--- src/rtl/aes_pkg.sv ---
// Shared AES datapath constants and the state byte-position helper.
package aes_pkg;

  localparam int AES_STATE_W = 128;
  localparam int AES_NB      = 4;

  localparam logic AES_MODE_ENC = 1'b0;
  localparam logic AES_MODE_DEC = 1'b1;

  // LSB bit offset of s(row,col); byte k = row + 4*col sits at [127-8k -: 8]
  function automatic int byte_off(input int row, input int col);
    return AES_STATE_W - 8 - 8 * (row + AES_NB * col);
  endfunction

endpackage

--- src/rtl/aes_shift_rows_lane.sv ---
// Combinational ShiftRows / InvShiftRows permutation of one 128-bit state.
module aes_shift_rows_lane
  import aes_pkg::*;
(
  input  logic                   mode,
  input  logic [AES_STATE_W-1:0] state,
  output logic [AES_STATE_W-1:0] perm
);

  always_comb begin
    perm = '0;
    for (int r = 0; r < AES_NB; r++) begin
      for (int c = 0; c < AES_NB; c++) begin
        perm[byte_off(r, c) +: 8] = state[byte_off(r,
          (mode == AES_MODE_DEC) ? ((c - r + AES_NB) % AES_NB)
                                 : ((c + r) % AES_NB)) +: 8];
      end
    end
  end

endmodule

--- src/rtl/aes_shift_rows_pipe.sv ---
// Registered multi-lane ShiftRows stage with a 2-entry skid buffer,
// tag passthrough and a saturating delivered-transfer counter.
module aes_shift_rows_pipe
  import aes_pkg::*;
#(
  parameter int LANES = 1,
  parameter int TAG_W = 4,
  parameter int CNT_W = 16
) (
  input  logic                         clk,
  input  logic                         reset_n,
  input  logic                         in_valid,
  output logic                         in_ready,
  input  logic                         in_mode,
  input  logic [TAG_W-1:0]             in_tag,
  input  logic [AES_STATE_W*LANES-1:0] in_data,
  output logic                         out_valid,
  input  logic                         out_ready,
  output logic [TAG_W-1:0]             out_tag,
  output logic [AES_STATE_W*LANES-1:0] out_data,
  input  logic                         cnt_clear,
  output logic [CNT_W-1:0]             blk_count
);

  localparam int DW = AES_STATE_W * LANES;

  logic [DW-1:0]    perm_data;
  logic             main_valid;
  logic [DW-1:0]    main_data;
  logic [TAG_W-1:0] main_tag;
  logic             skid_valid;
  logic [DW-1:0]    skid_data;
  logic [TAG_W-1:0] skid_tag;
  logic             rdy_q;
  logic             acc;
  logic             dlv;
  logic             main_free;
  logic             skid_nxt;

  for (genvar l = 0; l < LANES; l++) begin : g_lane
    aes_shift_rows_lane u_lane (
      .mode  (in_mode),
      .state (in_data[AES_STATE_W*l +: AES_STATE_W]),
      .perm  (perm_data[AES_STATE_W*l +: AES_STATE_W])
    );
  end

  assign acc       = in_valid && rdy_q;
  assign dlv       = main_valid && out_ready;
  assign main_free = !main_valid || out_ready;

  // skid can only fill while main is stalled; it empties whenever main frees
  always_comb begin
    skid_nxt = skid_valid;
    if (main_free)
      skid_nxt = 1'b0;
    else if (acc)
      skid_nxt = 1'b1;
  end

  always_ff @(posedge clk or negedge reset_n) begin
    if (!reset_n) begin
      main_valid <= 1'b0;
      main_data  <= '0;
      main_tag   <= '0;
      skid_valid <= 1'b0;
      skid_data  <= '0;
      skid_tag   <= '0;
      rdy_q      <= 1'b0;
    end else begin
      skid_valid <= skid_nxt;
      rdy_q      <= !skid_nxt;
      if (main_free) begin
        if (skid_valid) begin
          main_valid <= 1'b1;
          main_data  <= skid_data;
          main_tag   <= skid_tag;
        end else if (acc) begin
          main_valid <= 1'b1;
          main_data  <= perm_data;
          main_tag   <= in_tag;
        end else begin
          main_valid <= 1'b0;
        end
      end else if (acc) begin
        skid_data <= perm_data;
        skid_tag  <= in_tag;
      end
    end
  end

  always_ff @(posedge clk or negedge reset_n) begin
    if (!reset_n)
      blk_count <= '0;
    else if (cnt_clear)
      blk_count <= '0;
    else if (dlv && blk_count != {CNT_W{1'b1}})
      blk_count <= blk_count + 1'b1;
  end

  assign in_ready  = rdy_q;
  assign out_valid = main_valid;
  assign out_data  = main_data;
  assign out_tag   = main_tag;

endmodule

--- config.mk ---
export PLATFORM = sky130hd
export DESIGN_NAME = aes_shift_rows_pipe
export DESIGN_NICKNAME = d
export VERILOG_FILES = /design/src/rtl/aes_pkg.sv /design/src/rtl/aes_shift_rows_lane.sv /design/src/rtl/aes_shift_rows_pipe.sv
export SDC_FILE = /design/constraint.sdc
export NUM_CORES = 1
export LEC_CHECK = 0
export CORE_MARGIN = 2
export CORE_UTILIZATION = 45
export CTS_CLUSTER_DIAMETER = 60
export DETAILED_ROUTE_END_ITERATION = 8
export PLACE_DENSITY = 0.78
export SLEW_MARGIN = 10
export SYNTH_ARGS = -nofsm -noshare
export SYNTH_HDL_FRONTEND = slang
export SYNTH_HIERARCHICAL = 1
export SYNTH_SLANG_ARGS = --single-unit
--- constraint.sdc ---
create_clock -name clk -period 2.35 [get_ports clk]
set_input_delay 0.235 -clock clk [delete_from_list [all_inputs] [get_ports clk]]
set_output_delay 0.235 -clock clk [all_outputs]
set_load 0.005 [all_outputs]
==> flow_summary.ini <==
[timing]
min_period_ns = 1.891
fin_worst_skew_ns = 0.009763
worstMarginPinSlew_ns = 0.5595
slew_headroom_pct = 62.39
final.setup.tns_ns = 0
slew_violations = 0
fin_crit_sh_pct = 80.46
final-setup-viol-count = 0
whs_ns = 0.2448
grt_setup_unrepaired = false
max_freq_mhz = 528.9
hold_viol = 0

[final_layout]
final_util_pct = 58.85
fin_nets = 1453
diodes = 0
fin_cells = 1726
area_delta_synth_final_pct = 29.17
n_fill_cell = 2393
multi_input_area_mm2 = 0.005504
drive_gt1_share_pct = 21.63
seqCellArea_mm2 = 0.007086

[synth]
synth_cell_type_count = 35
ys_warn_count = 6
synth_top_family_by_area = multiplexers
synth_top_area_share_pct = 52.59
yosysSeqAreaShare_pct = 52.59
synthSimpleGateAreaFrac_pct = 6.318
synth_top_cell_by_area = dfrtp_1
synth-seq-cells = 283
netlist_area_mm2 = 0.01347
netlist_instances = 1095
synthAdderAreaFrac_pct = 0.09291
synthMuxAreaShare_pct = 28.39
syn-num-nets = 1234
avgSynthCellArea_um2 = 12.30
synth_xor_xnor_area_share_pct = 0
synth_top_cells_by_count = dfrtp_1, a21oi_1, mux2_2, nor2_1, mux2i_1
synth_edf_count = 0
synth-async-reset-ratio_pct = 100.0
synth-main-ff-cell = dfrtp_1
synth-compound-area-share_pct = 5.918
yosys-top-cells-area = dfrtp_1, mux2_2, mux2i_1, mux2_4, a21oi_1
synth.most_common_cell = dfrtp_1

[worst_setup_path]
critPathArrivalTime_ns = 2.36
start_kind = register
path_cells = ha_1 > and4_1 > nand3_1 > or3_1 > a21oi_1
crit_fanout = 7
cp-end-kind = register
max_stage_delay_ns = 0.48
cp_slowest_cell = dfrtp_1
path_class = reg2reg
critPathRequiredTime_ns = 2.82

[run]
drv_cap = 0

[clock_tree]
htreeDepth = 1
cts_buffers = 30
clock_path_buffers = 3
cts_sinks = 283
cts_tree = done
cts_root_buffer = clkbuf_16
path_clk_slew_ns = 0.06
clk_latency_ns = 0.55

[hold_path]
min_path_type = in2async

[pwr]
p_sw_share_pct = 26.66
p_sw_w = 0.004240
seqPwrFrac_pct = 43.8
clock_power_share_pct = 29.7
leakage_nw = 7.227
internal_power_w = 0.01166
ir_worst_vdd_mv = 0.5672
p_comb_share_pct = 26.5
p_per_area_mw_per_mm2 = 914.2

[global_route]
grt.total_usage_pct = 18.68
grt_pass1_vias = 9153
grt_pass1_wl_mm = 47.59
grt_max_degree = 68
overflow = 0
antenna_found_initial = 0

[placed_design]
placed_cells = 1671
gp_congestion = 0.7928
hpwl_mm = 19.96
portBuffers = 287

[floorplan]
rows = 63
start_util_pct = 45.56
num_io_pins = 288
die_x_um = 177.0
die-height_um = 177.0
core_region_area_mm2 = 0.02956
dieArea_mm2 = 0.03133

[detailed_routing]
routed_wl_mm = 29.74
drc = 0
drt_iter0_markers = 409
firstDrtPassIters = 4
vias = 8969
vias_per_cell = 5.196
final_antenna_net_count = 0
drt-wirelength-per-cell_um = 17.23

[outcome]
status = complete, no violations
-- worst max-delay path, delay by kind of cell (launching register included) --
| family | cells | cell delay [ns] |
|---|---|---|
| fa+ha+maj | 1 | 0.24 |
| simple gates | 3 | 0.93 |
| flops | 1 | 0.48 |
| compound gates | 1 | 0.16 |
-- power groups by stage --
stage | combinational, W | clock (W) | sequential [W]
global placement | 0.00413 | 0 | 0.00698
detailed placement | 0.00424 | 0 | 0.00703
global route | 0.00458 | 0.00507 | 0.00713
finish | 0.00422 | 0.00473 | 0.00696
CTS | 0.00428 | 0.00486 | 0.00696
floorplan | 0.00207 | 0 | 0.00693
-- cell usage in the layout (no fill, tap or decap), types with 2 or more instances in the layout --
master	synthesis	routed
buf_4	64	17
nor2_1	140	139
nand4_1	2	2
o21ai_0	5	5
clkinv_2	0	7
or4_1	3	3
bufinv_16	0	2
dfrtp_1	283	282
mux2_2	140	140
clkbuf_1	21	6
nand3_1	7	6
and4_1	3	3
clkdlybuf4s50_1	0	285
nand2b_1	5	5
or3_1	6	6
a21oi_1	142	142
o31ai_1	3	3
a211oi_1	3	3
nand2_1	6	6
clkbuf_8	0	7
mux2_4	61	61
buf_12	6	15
nor2b_1	6	6
mux2i_1	133	133
clkbuf_16	0	31
inv_1	4	4
-- flip-flops by register name (all words and copies together) (netlist names) --
register,count
skid_data,128
out_tag,4
out_data,128
in_ready,1
skid_valid,1
out_valid,1
skid_tag,4
blk_count,16
-- timing repair --
| item | in CTS | in global routing |
|---|---|---|
| hold buffers | 1 | 0 |
| resized for setup | 0 | 0 |
| hold endpoints to repair | 57 | 0 |
| buffers inserted | 0 | 0 |
-- path summary, 6_finish.rpt --
check                                endpoint     startpoint  depth (start not counted)  slack [ns]
worst max-delay path            blk_count[14]   blk_count[0]                          5        0.46
worst min-delay path             out_data[36]        reset_n                          2        0.24
worst max register to register  blk_count[14]   blk_count[0]                          5        0.46
worst min register to register  skid_data[15]  skid_data[15]                          1        0.50
max in group asynchronous        skid_data[1]        reset_n                          3        1.37
min in group clk                skid_data[62]    in_data[62]                          2        0.33
-- routing by layer --
| layer | part of all wire (%) | vias up | GRT usage [%] |
|---|---|---|---|
| met5 | 0 | - | 0 |
| met4 | 2.6 | 0 | 5.613 |
| met3 | 6.2 | 60 | 3.737 |
| met2 | 48 | 246 | 30.95 |
| met1 | 43 | 4454 | 24.80 |
| li1 | - | 4209 | - |
-- final cells by class --
cell class                 instances  area share (%)
sequential                       283           40.73
multi-input combinational        676           31.64
timing repair buffer             319           19.00
clock buffer                      44           5.143
tap                              390           2.805
clock inverter                    10          0.5898
inverter                           4         0.08631
-- stage by stage --
step	setup slack, ns	cell area, um2	power (W)
floorplan	0.6276	13470	0.008999
global placement	0.3687	16390	0.01110
detailed placement	0.3303	16390	0.01127
CTS	0.4960	17400	0.01610
global route	0.3023	17400	0.01678
finish	0.4591	17400	0.01590
-- cell families (layout without fill, tap and decap cells) --
kind of cell | count (synthesis) | count (layout)
simple gates | 186 | 186
fa+ha+maj | 1 | 1
buf+inv | 136 | 377
compound gates | 155 | 155
mux | 334 | 334
flops | 283 | 283
Note: power is estimated with default switching activity, not from simulation.
